File: config.mk
export PLATFORM = sky130hd
export DESIGN_NAME = product_accumulator
export DESIGN_NICKNAME = d
export VERILOG_FILES = /design/src/rtl/product_accumulator.sv
export SDC_FILE = /design/constraint.sdc
export NUM_CORES = 1
export LEC_CHECK = 0
export ABC_AREA = 0
export CAP_MARGIN = 15
export CORE_ASPECT_RATIO = 0.75
export CORE_MARGIN = 1
export CORE_UTILIZATION = 55
export CTS_BUF_LIST = sky130_fd_sc_hd__clkbuf_4 sky130_fd_sc_hd__clkbuf_8
export CTS_CLUSTER_SIZE = 14
export DETAILED_ROUTE_END_ITERATION = 7
export PLACE_DENSITY = 0.85
export SYNTH_ARGS = -nofsm -noshare
export SYNTH_HDL_FRONTEND = slang
export SYNTH_SLANG_ARGS = --single-unit
File: constraint.sdc
create_clock -name clk -period 7.7 [get_ports clk]
set_clock_uncertainty 0.05 [all_clocks]
set_input_delay 1.54 -clock clk [delete_from_list [all_inputs] [get_ports clk]]
set_output_delay 1.54 -clock clk [all_outputs]
set_load 0.02 [all_outputs]
File: src/rtl/product_accumulator.sv
`default_nettype none
// ============================================================================
// Module   : product_accumulator
// Purpose  : Sums LEN consecutive products from the shift-add multiplier into
//            a saturating guarded accumulator. Each finished sum is presented
//            on a valid/ready output. One product that arrives while the
//            output is stalled is held in a single-entry pending slot, because
//            the multiplier cannot be back-pressured.
// Revision : 1.0 - initial release
// ----------------------------------------------------------------------------
// Ports
//   clk        in   1    clock, rising edge
//   rst        in   1    asynchronous active-high reset
//   done_in    in   1    multiplier done flag (level; one product per rise)
//   p_in       in   K    multiplier product, valid while done_in=1
//   clr        in   1    synchronous clear of the current sum
//   acc_out    out  AW   finished sum (AW = K+G)
//   acc_valid  out  1    acc_out/ovf valid
//   acc_ready  in   1    consumer accepts acc_out
//   ovf        out  1    sum saturated, qualified by acc_valid
//   lost       out  1    sticky: a product was dropped
//   count      out  8    products accumulated in the current sum
// ============================================================================
module product_accumulator #(
  parameter int K   = 16,
  parameter int G   = 4,
  parameter int LEN = 4
) (
  input  logic            clk,
  input  logic            rst,
  input  logic            done_in,
  input  logic [K-1:0]    p_in,
  input  logic            clr,
  output logic [K+G-1:0]  acc_out,
  output logic            acc_valid,
  input  logic            acc_ready,
  output logic            ovf,
  output logic            lost,
  output logic [7:0]      count
);

  localparam int            AW      = K + G;
  localparam logic [7:0]    LEN_C   = 8'(LEN);
  localparam logic [AW-1:0] ACC_MAX = '1;

  typedef enum logic [0:0] {
    ACCUM = 1'b0,
    OUT   = 1'b1
  } state_t;

  state_t          state;
  logic [AW-1:0]   acc;
  logic [K-1:0]    pend;
  logic            pend_full;
  logic            done_d;

  logic            ev;
  logic [AW-1:0]   p_ext;
  logic [AW:0]     sum_wide;
  logic [AW-1:0]   sum_sat;
  logic [7:0]      count_inc;
  logic            stash;
  logic            drop;

  // One product event per rising edge of the level-type done flag.
  assign ev        = done_in & ~done_d;
  assign p_ext     = AW'(p_in);

  // One extra bit catches the carry out of the accumulator for saturation.
  assign sum_wide  = {1'b0, acc} + {1'b0, p_ext};
  assign sum_sat   = sum_wide[AW] ? ACC_MAX : sum_wide[AW-1:0];
  assign count_inc = count + 8'd1;

  // While a finished sum is waiting, an event either fills the pending slot
  // or, if the slot is already taken, is dropped.
  assign stash     = ev & ~pend_full;
  assign drop      = ev &  pend_full;

  always_ff @(posedge clk or posedge rst) begin
    if (rst) begin
      state     <= ACCUM;
      acc       <= '0;
      acc_out   <= '0;
      acc_valid <= 1'b0;
      ovf       <= 1'b0;
      lost      <= 1'b0;
      count     <= 8'd0;
      pend      <= '0;
      pend_full <= 1'b0;
      done_d    <= 1'b0;
    end else begin
      // Edge history keeps tracking even through clr, so a done level that
      // spans the clear is not counted again afterwards.
      done_d <= done_in;

      if (clr) begin
        state     <= ACCUM;
        acc       <= '0;
        acc_valid <= 1'b0;
        ovf       <= 1'b0;
        lost      <= 1'b0;
        count     <= 8'd0;
        pend_full <= 1'b0;
      end else begin
        case (state)
          ACCUM: begin
            if (count == LEN_C) begin
              // A sum seeded on transfer is already complete (LEN=1):
              // present it now; any event meanwhile behaves as in OUT.
              state     <= OUT;
              acc_valid <= 1'b1;
              acc_out   <= acc;
              if (stash) begin
                pend      <= p_in;
                pend_full <= 1'b1;
              end
              if (drop) begin
                lost <= 1'b1;
              end
            end else if (ev) begin
              acc   <= sum_sat;
              count <= count_inc;
              if (sum_wide[AW]) begin
                ovf <= 1'b1;
              end
              if (count_inc == LEN_C) begin
                state     <= OUT;
                acc_valid <= 1'b1;
                acc_out   <= sum_sat;
              end
            end
          end

          OUT: begin
            if (acc_ready) begin
              state     <= ACCUM;
              acc_valid <= 1'b0;
              ovf       <= 1'b0;
              if (pend_full) begin
                // The oldest waiting product seeds the new sum; a product
                // arriving on this same edge takes over the pending slot.
                acc   <= AW'(pend);
                count <= 8'd1;
                if (ev) begin
                  pend <= p_in;
                end else begin
                  pend_full <= 1'b0;
                end
              end else if (ev) begin
                acc   <= p_ext;
                count <= 8'd1;
              end else begin
                acc   <= '0;
                count <= 8'd0;
              end
            end else begin
              if (stash) begin
                pend      <= p_in;
                pend_full <= 1'b1;
              end
              if (drop) begin
                lost <= 1'b1;
              end
            end
          end

          default: begin
            state <= ACCUM;
          end
        endcase
      end
    end
  end

endmodule
`default_nettype wire

==> flow_summary.ini <==
[placed_design]
io_buffer_count = 51
preCtsSetupSlack_ps = 3100
dp_hpwl_mm = 9.07
gp_congestion = 0.927

[outcome]
outcome = complete, no violations

[global_routing]
antenna_violations_before_repair = 0
grt_pass1_vias = 3798
overflow = 0
gr-usage-all-layers_pct = 30.6
grt_pass1_wl_mm = 20.2
grt_max_degree = 71

[synth]
synth_compound_area_share_pct = 26.5
avgSynthCellArea_um2 = 8.73
synth_enable_flop_cells = 0
yosys.area_share.adder_pct = 5.64
main_combinational_cell_family_by_area_after_synthesis = compound AO/OA/AOI/OAI gates
synth.yosys.seq_area_share_pct = 38.3
post_synth_mux_area_share_pct = 4.38
post_synth_instance_area_um2 = 4570
ys_warn_count = 0
simple_gate_share_of_the_synthesized_area_pct = 17.9
async_reset_ff_share_pct = 100
synth.net_count = 565
netlist-cell-type-count = 61
primary_ff_master_synth = dfrtp_1
synthesis.instances = 524
ys_ff_latch = 70
yosys.area_share.xor_xnor_pct = 3.06

[detailed_routing]
drt_first_pass_iters = 5
vias_per_instance = 6.39
wirelength_routed_mm = 12.5
remaining_drc_errors = 0
vias = 4263
drt_iter0_drc = 510
routed_wire_length_per_instance_um = 18.7
antenna_violating_nets_post_route = 0

[cells_and_area]
final_core_util_pct = 66.6
area_growth_from_synthesis_to_layout_pct = 16.4
layout.filler_cells = 686
post_route_cells_drive_above_1_share_pct = 6.41
diodes = 0
nNetsFinal = 599

[cts]
clk_root_buffer_cell = clkbuf_8
numClockSinks = 70
post-cts-setup-buffer-count = 0
cts_resized = 0
clkTransAtPathRegs_ps = 80
cts_hold_buffers = 0
tritoncts = built
cts-buffers-inserted = 9
cts-htree-levels = 3
clock_insertion_delay_worst_skew_ps = 350
clock_tree.buffer_depth = 2

[sta]
unrepaired_setup_endpoints_after_global_routing = no
min_period_over_period_pct = 56.1
timing.setup.tns_ps = 0
tightestPinTransition_ps = 1210
maxClockFrequency_mhz = 232
final_hold_violation_count = 0
finalWorstPathRequiredPeriod_ps = 4320
setup_ws_ps = 3380
setup-violations-final = 0
worst_slew_margin_relative_to_its_limit_pct = 19.1
final_max_slew_viol_count = 0
hold-worst-slack_ps = 430

[setup_path]
arrival_ps = 4510
timing.critical_path.slowest_cell_delay_ps = 460
critical_path.startpoint_type = input pin
rr_startpoint = count[0]$_DFFE_PP0P_
crit_path_max_fanout = 10
setup.worst_path.class = input pin to flip-flop
critPathSlowestCell = clkdlybuf4s50_1
register_to_register_path_depth = 7
timing.critical_path.required_ps = 7890
crit_path_cell_chain = clkdlybuf4s50_1, ha_1, fa_1, a21o_1, a221o_1, a211oi_2, o211ai_2, o21bai_1, a32o_1
critPathCaptureType = flip-flop
timing.reg2reg.setup_slack_ps = 4320
endpoint_of_the_lowest_slack_register_to_register_path = acc[16]$_DFFE_PP0P_

[floorplanning]
die-area_um2 = 8690
placement_rows = 28
dieHeight_um = 81.0
die_width_um = 107
placeable_core_region_um2 = 7990
initial_core_util_pct = 57.3
io-pin-count = 52

[hold_path]
worst_hold_path.endpoint = acc_out[6]$_DFFE_PP0P_
hold_path.class = flip-flop to flip-flop
worst_hold_path.num_cells = 2
min-delay-start = acc_out[6]$_DFFE_PP0P_

[power_and_ir_drop]
fin_total_pwr_mw = 1.16
cellPowerDensity_nw_per_um2 = 218
worst_ir_drop_vdd_uv = 137
total_leakage_power_nw = 2.28

[run]
maxCapViolations = 0
==> per-layer routing <==
| layer | up-vias | GRT usage [%] | share of wire (%) |
|---|---|---|---|
| met5 | - | 0 | 0 |
| met4 | 0 | 8.90 | 1.2 |
| met3 | 17 | 5.14 | 10 |
| met2 | 211 | 40.8 | 39 |
| met1 | 2020 | 49.6 | 49 |
| li1 | 2015 | - | - |
==> synthesized netlist by cell type, types with 3 or more instances <==
cell type | count | area, um^2
and3_1 | 6 | 37.5
a21oi_1 | 33 | 165
o311ai_1 | 10 | 87.6
mux2_1 | 7 | 78.8
a211oi_1 | 7 | 52.6
o21ai_1 | 5 | 25.0
o31ai_1 | 12 | 90.1
mux2_2 | 9 | 101
nand2_1 | 98 | 368
o22ai_1 | 6 | 37.5
nand2b_1 | 6 | 37.5
nor3_1 | 12 | 60.1
xor2_1 | 6 | 52.6
o211ai_1 | 28 | 210
inv_1 | 14 | 52.6
a31oi_1 | 3 | 18.8
a22oi_1 | 3 | 22.5
buf_2 | 8 | 40.0
clkbuf_1 | 23 | 86.3
and4_1 | 3 | 26.3
ha_1 | 19 | 238
a21o_1 | 7 | 52.6
and2_1 | 3 | 18.8
xnor2_1 | 10 | 87.6
nand3_1 | 12 | 60.1
dfrtp_1 | 70 | 1750
a32o_1 | 6 | 60.1
nor2_1 | 30 | 113
o21ai_0 | 26 | 130
==> placed cells by master (no fill, tap or decap), types with 3 or more instances in the layout <==
| cell | count |
|---|---|
| and4_1 | 3 |
| a21o_1 | 7 |
| inv_1 | 13 |
| nand2b_1 | 6 |
| nand2_1 | 98 |
| a211oi_1 | 7 |
| a32o_1 | 6 |
| mux2_2 | 9 |
| o211ai_1 | 28 |
| clkdlybuf4s50_1 | 51 |
| and2_1 | 3 |
| ha_1 | 19 |
| nand3_1 | 12 |
| o21ai_1 | 5 |
| o22ai_1 | 6 |
| xnor2_1 | 10 |
| a22oi_1 | 3 |
| a21oi_1 | 33 |
| nor2_1 | 30 |
| xor2_1 | 6 |
| mux2_1 | 7 |
| dfrtp_1 | 70 |
| o31ai_1 | 12 |
| and3_1 | 6 |
| o21ai_0 | 26 |
| nor3_1 | 12 |
| buf_4 | 5 |
| clkbuf_8 | 9 |
| a31oi_1 | 3 |
| o311ai_1 | 10 |
==> report_power, final <==
| group | internal, mW | switching, mW |
|---|---|---|
| Clock | 0.181 | 0.145 |
| Combinational | 0.156 | 0.210 |
| Sequential | 0.424 | 0.0428 |
| Total | 0.761 | 0.398 |
==> logic make-up (layout without fill, tap and decap cells) <==
kind of cell	Yosys count	count (layout)
AOI/OAI and AO/OA	171	171
buffers and inverters	47	85
and+or+nand+nor	182	182
muxes	18	18
xor gates and xnor gates	16	16
adders and majority gates	20	20
DFF	70	70
==> worst max-delay path: cells and delay by family <==
kind | cells | cell delay [ps]
compound gates | 6 | 1820
fa+ha+maj | 2 | 690
buf+inv | 1 | 460
==> sequential cells by signal, indices dropped and copies added (netlist names) <==
signal and flops:
acc 20, acc_out 20, pend 16, count 8, acc_valid 1, done_d 1, lost 1, ovf 1
pend_full 1, state 1
==> cell type report <==
type / count / area (um^2) / share of cell area [%]
clock buffer: 9 / 124 / 2.33
clock inverter: 6 / 87.6 / 1.65
inverter: 14 / 52.6 / 0.987
multi-input combinational: 407 / 2630 / 49.4
sequential: 70 / 1750 / 32.9
tap: 105 / 131 / 2.47
timing repair buffer: 56 / 548 / 10.3
==> worst max-delay path by stage <==
stage / cells past startpoint / start / end
after global routing: 9 / p_in[0] / acc_out[14]$_DFFE_PP0P_
after floorplan: 9 / p_in[0] / acc[14]$_DFFE_PP0P_
after CTS: 9 / p_in[0] / acc_out[14]$_DFFE_PP0P_
final: 9 / p_in[0] / acc_out[14]$_DFFE_PP0P_
after detailed placement: 10 / p_in[0] / acc[6]$_DFFE_PP0P_
after global placement: 9 / p_in[0] / acc[14]$_DFFE_PP0P_
==> per-stage QoR <==
step	cells	cell area [um^2]
2_1_floorplan	524	4570
3_3_place_gp	652	5110
3_5_place_dp	652	5110
4_1_cts	667	5320
5_1_grt	667	5320
6_report	667	5320
(Power assumes the default switching activity.)
==> edit 1: new RTL, config.mk and constraints unchanged <==
Reset style: synchronous (`rst`), changed in one clocked block. Comments in the files are not updated.
--- a/src/rtl/product_accumulator.sv
+++ b/src/rtl/product_accumulator.sv
@@ -77,5 +77,5 @@
   assign drop      = ev &  pend_full;
 
-  always_ff @(posedge clk or posedge rst) begin
+  always_ff @(posedge clk) begin
     if (rst) begin
       state     <= ACCUM;
Check against the original RTL: differs if rst is asserted again (counterexample within 4 cycles, from zero or initial values and one cycle with rst high); with rst held inactive, the same outputs for 4 cycles.
==> edit 1 against the unedited design <==
  * Sequential cell count unchanged
  * Hold slack got worse by 0.016 ns
  * Wire length decreased by 4.5%
  * Final area decreased by 7.0%
  * Final cell count increased by 0.30%
  * Synthesized area decreased by 7.6%
  * Setup slack got worse by 0.25 ns
  * Highest routed layer unchanged
Power is not compared: it rests on default switching activity, and its combinational part moved more than twofold at a synthesized area within 25%.
==> edit 1: results (changes against the unedited design) <==
| Metric | Value |
|---|---|
| Status | complete, no violations |
| Largest net degree at the start of global routing | 38 (-46%) |
| Syn_nets | 569 (+0.71%) |
| Post-cts resize count | 0 (unchanged) |
| # hold bufs at CTS | 0 (unchanged) |
| 1st-pass router iterations | 7 (+2) |
| Hold crit path type | register to register |
| First-pass GRT wire length | 19000 microns (-5.7%) |
| Final WL | 11900 microns (-4.5%) |
| Filler cell count | 614 (-10%) |
| ANT cells | 0 (unchanged) |
| Cell Int Power | 0.000554 W |
| Vias in the first global route | 3891 (+2.4%) |
| Setup Fix Bufs, Post-CTS | 0 (unchanged) |
| Peak supply drop | 98.8 uV |
| Antenna violations before repair | 0 (unchanged) |
| Initial DRC count | 300 (-41%) |
| CTS Buf Count | 9 (unchanged) |
| Yosys cell types | 64 (+4.9%) |
| Final Net Count | 605 (+1.0%) |
| Residual DRC count | 0 (unchanged) |
| Seq/Total Area, Yosys | 0.331 (-0.0516) |
| Clk_lat worst skew | 0.36 ns |
| Port Buf Inserts | 51 (unchanged) |
| Worst Path Max Fanout | 8 (-2) |
| Synth top cells by count | dfxtp_1, nor2_1, nand2_1 |
| GRT Util Overall | 0.310 (+0.00399) |
| Clock slew at reported path FFs | around 0.070 ns |
| Routing usage on met1 | 0.429 (-0.0671) |
| Root cell of the clock tree | clkbuf_8 |
| DP Area | 4760 sq um (-6.8%) |
| Met3 Use GR | 0.0703 (+0.0189) |
| H-tree depth | 3 (unchanged) |
| Leakage power total | approximately 1.8 nW |
| Largest cells by area after synthesis | dfxtp_1, a21oi_1, nor2_1 |
| Core region area | 7400 sq um (-7.4%) |
| Arrival time at the worst endpoint | 4.72 ns (+0.21 ns) |
| DPL Wire Length | 8090 microns (-11%) |
| Share of cells above drive strength 1 | 0.0634 (-0.000677) |
| M2 GR Usage | 0.481 (+0.0736) |
| Clock Tree Buf Depth | 2 (unchanged) |
| Vias per cell | 6.23 (-2.6%) |
| Synth warn | 0 (unchanged) |
| Placer Congestion | 0.924 (-0.37%) |
| Slew HR | 0.358 (+0.167) |
| Largest regs | acc (20), acc_out (20), pend (16) |
| Post-synth ARST share | 0 (-1.00) |
## edit 1: cell types whose count changed in the layout (fill, tap and decap cells not counted), sizes merged, moves of 11 or more
cell,before,now
a21oi,33,56
dfrtp,70,0
dfxtp,0,70
mux2,16,0
mux2i,2,24
nand2,98,65
nor2,30,70
o31ai,12,1
## edit 1: cell families after synthesis
family	after synthesis	share of synthesized area
compound gates	170	0.268
xor+xnor	14	0.0290
fa+ha+maj	20	0.0610
buf+inv	42	0.0438
flops	70	0.331
mux	24	0.0598
simple gates	188	0.207
## edit 1: worst paths after layout
check	from	endpoint	slack [ns]	cells past startpoint
worst max-delay path	p_in[0]	acc[9]	3.14	11
worst min-delay path	acc_out[11]	acc_out[11]	0.41	1
worst max register to register	acc[0]	acc[9]	4.48	10
worst min register to register	acc_out[11]	acc_out[11]	0.41	1
## edit 1: worst max-delay path, cell delays in order
cell and delay [ns]:
clkdlybuf4s50_1 0.45, ha_1 0.25, fa_1 0.44, a211oi_1 0.38, nor4b_2 0.12, nor3_2 0.31
o21ai_2 0.18, nor2_1 0.60, a221oi_1 0.23, a21oi_1 0.16, nor2_1 0.06
## edit 1: cell type report
cell class | count | area [sq um] | area share
Sequential cell | 70 | 1400 | 0.283
Timing Repair Buffer | 57 | 556 | 0.112
Multi-Input combinational cell | 416 | 2640 | 0.534
Clock buffer | 9 | 124 | 0.0250
Tap cell | 101 | 126 | 0.0255
Clock inverter | 6 | 63.8 | 0.0129
Inverter | 10 | 37.5 | 0.00758
## edit 1: metal layers
metal	share of wire	up-vias	routed length, microns
met5	0	-	0
met4	0.013	0	157
met3	0.097	18	1150
met2	0.45	209	5310
met1	0.44	1949	5280
li1	-	1989	-
## edit 1: stage by stage
step                hold WS (ns)  instances  power [W]   util  setup WS (ns)
floorplan                  0.395        528   0.000445      -           3.80
CTS                        0.414        669   0.000764  0.669           3.23
detailed placement         0.398        654   0.000480  0.644           2.87
finish                     0.413        669   0.000765  0.669           3.14
global placement           0.389        654   0.000476  0.644           3.00
global route               0.432        669   0.000795  0.669           3.03
## edit 1: power by group through the flow
stage | sequential (W) | clock, W | combinational (W)
final | 0.000369 | 0.000290 | 0.000105
after global routing | 0.000370 | 0.000310 | 0.000115
after CTS | 0.000369 | 0.000292 | 0.000103
after detailed placement | 0.000378 | 0 | 0.000102
after global placement | 0.000377 | 0 | 0.0000985
after floorplan | 0.000377 | 0 | 0.0000679
==> edit 2: new RTL, same settings <==
Made on the original files. `K`: 16 -> 18.
--- a/src/rtl/product_accumulator.sv
+++ b/src/rtl/product_accumulator.sv
@@ -23,5 +23,5 @@
 // ============================================================================
 module product_accumulator #(
-  parameter int K   = 16,
+  parameter int K   = 18,
   parameter int G   = 4,
   parameter int LEN = 4
Ports: changed (resized acc_out and p_in); port bits go from 52 to 56. No check against the original RTL was run, so the function may have changed too.
==> edit 2 against the unedited design <==
  * Sequential cell count up 6
  * Clock power about the same
  * Total power is 17% lower
  * Final area rose by 6.6%
  * Highest routed layer unchanged
  * Critical endpoint is now acc[6]
  * Critical path type unchanged
  * Synthesized area increased by 6.5%
  * Setup slack got worse by 0.24 ns
  * Count of clock-buffer cells in the layout is 1 higher
  * Wire length grew 7.2%
==> edit 2: results (changes against the unedited design) <==
| Metric | Value |
|---|---|
| Status | complete, no violations |
| Clock slew at reported path FFs | 0.09 ns |
| Leakage power total | 2.50 nW (+9.2%) |
| Initial DRC count | 429 (-16%) |
| H-tree depth | 3 (unchanged) |
| Root cell of the clock tree | clkbuf_8 |
| Slew HR | 0.213 (+0.0226) |
| Antenna violations before repair | 0 (unchanged) |
| DP Area | 5470 sq um (+6.9%) |
| Yosys cell types | 67 (+9.8%) |
| Worst Path Max Fanout | 23 (+13) |
| Cell count after placement | 683 (+4.8%) |
| Seq/Total Area, Yosys | 0.391 (+0.00761) |
| Largest regs | acc (22), acc_out (22), pend (18) |
| Syn Area/Cell | 8.95 sq um (+2.5%) |
| Final Net Count | 631 (+5.3%) |
| Ys flop type | dfrtp_1 |
| Share of cells above drive strength 1 | 0.0964 (+0.0324) |
| Routed vias | 4460 (+4.6%) |
| Post-synth ARST share | 1.00 (unchanged) |
| Largest stage delay on the critical path | 0.49 ns (+0.03 ns) |
| Peak supply drop | 103 uV (-25%) |
| First-pass GRT wire length | 21200 microns (+5.2%) |
| Syn_nets | 589 (+4.2%) |
| Vias in the first global route | 4088 (+7.6%) |
| Post-cts resize count | 0 (unchanged) |
| Largest net degree at the start of global routing | 77 (+8.5%) |
| Setup Fix Bufs, Post-CTS | 0 (unchanged) |
| Vias per cell | 6.38 (-0.17%) |
| Largest cells by area after synthesis | dfrtp_1, nand2_1, ha_1 |
| Port Buf Inserts | 55 (+7.8%) |
| Routed wire per std cell | 19.1 microns (+2.3%) |
| GRT Util Overall | 0.291 (-0.0150) |
| DPL Wire Length | 9600 microns (+5.8%) |
| Synth top cells by count | nand2_1, dfrtp_1, nor2_1 |
| Clk_lat worst skew | 0.37 ns (+0.02 ns) |
| Filler cell count | 684 (-0.29%) |
| Placer Congestion | 0.940 (+1.4%) |
| Arrival time at the worst endpoint | 4.77 ns (+0.26 ns) |
| Worst path slowest cell | nor2_2 |
edit 2: cell count changes in the layout (fill, tap and decap cells not counted), moves of 6 or more:
cell / before / now
dfrtp_1: 70 / 76
nand2_1: 98 / 105
o31ai_1: 12 / 3
o311ai_1: 10 / 0
a31oi_1: 3 / 10
o21ai_1: 5 / 18
inv_1: 13 / 3
edit 2: area by class of cell:
type	count	area (sq um)	area share
sequential	76	1900	0.335
inverter	4	15.0	0.00265
timing repair buffer	61	596	0.105
clock inverter	6	70.1	0.0124
clock buffer	10	138	0.0243
tap	108	135	0.0238
multi-input combinational	434	2820	0.497
edit 2: cells by family (layout without fill, tap and decap cells):
logic type	count (synthesis)	in the layout	synth area share
AND/OR/NAND/NOR	196	196	0.188
AO/OA/AOI/OAI	177	177	0.253
flip-flops	76	76	0.391
buffers and inverters	34	81	0.0306
adder cells (fa/ha/maj)	22	22	0.0581
XOR/XNOR	20	20	0.0360
multiplexers	19	19	0.0437
edit 2: metal layers:
layer,wire (microns),global-route usage
met4,164,0.0824
met5,0,0
met3,1410,0.0886
met2,5600,0.399
met1,6190,0.442
edit 2: power breakdown:
part           switching [W]  leakage, nW  internal [W]
Combinational       0.000131         1.35     0.0000810
Clock               0.000165       0.0955      0.000161
Sequential         0.0000159         1.05      0.000413
Total               0.000313         2.50      0.000655
edit 2: path summary, 6_finish.rpt:
kind	end	cells after the start	slack, ns	start
min in group asynchronous	count[3]	3	1.75	rst
hold / removal	acc_out[20]	2	0.44	acc_out[20]
setup reg to reg	acc[6]	9	4.36	acc[0]
hold reg to reg	acc_out[20]	2	0.44	acc_out[20]
max in group asynchronous	acc_out[8]	3	5.23	rst
setup / recovery	acc[6]	10	3.14	p_in[0]
edit 2: worst min-delay path, delay by kind of cell (launching register included):
kind	cells	cell delay, ns
flops	1	0.35
compound gates	1	0.06
simple gates	1	0.05
edit 2: stage by stage:
stage | power (W) | hold slack, ns | util | setup slack, ns
4_1_cts | 0.000963 | 0.442 | 0.665 | 3.18
2_1_floorplan | 0.000570 | 0.408 | - | 3.99
3_5_place_dp | 0.000640 | 0.424 | 0.641 | 2.83
6_report | 0.000968 | 0.437 | 0.665 | 3.14
5_1_grt | 0.00101 | 0.458 | 0.665 | 2.96
3_3_place_gp | 0.000634 | 0.415 | 0.641 | 2.98
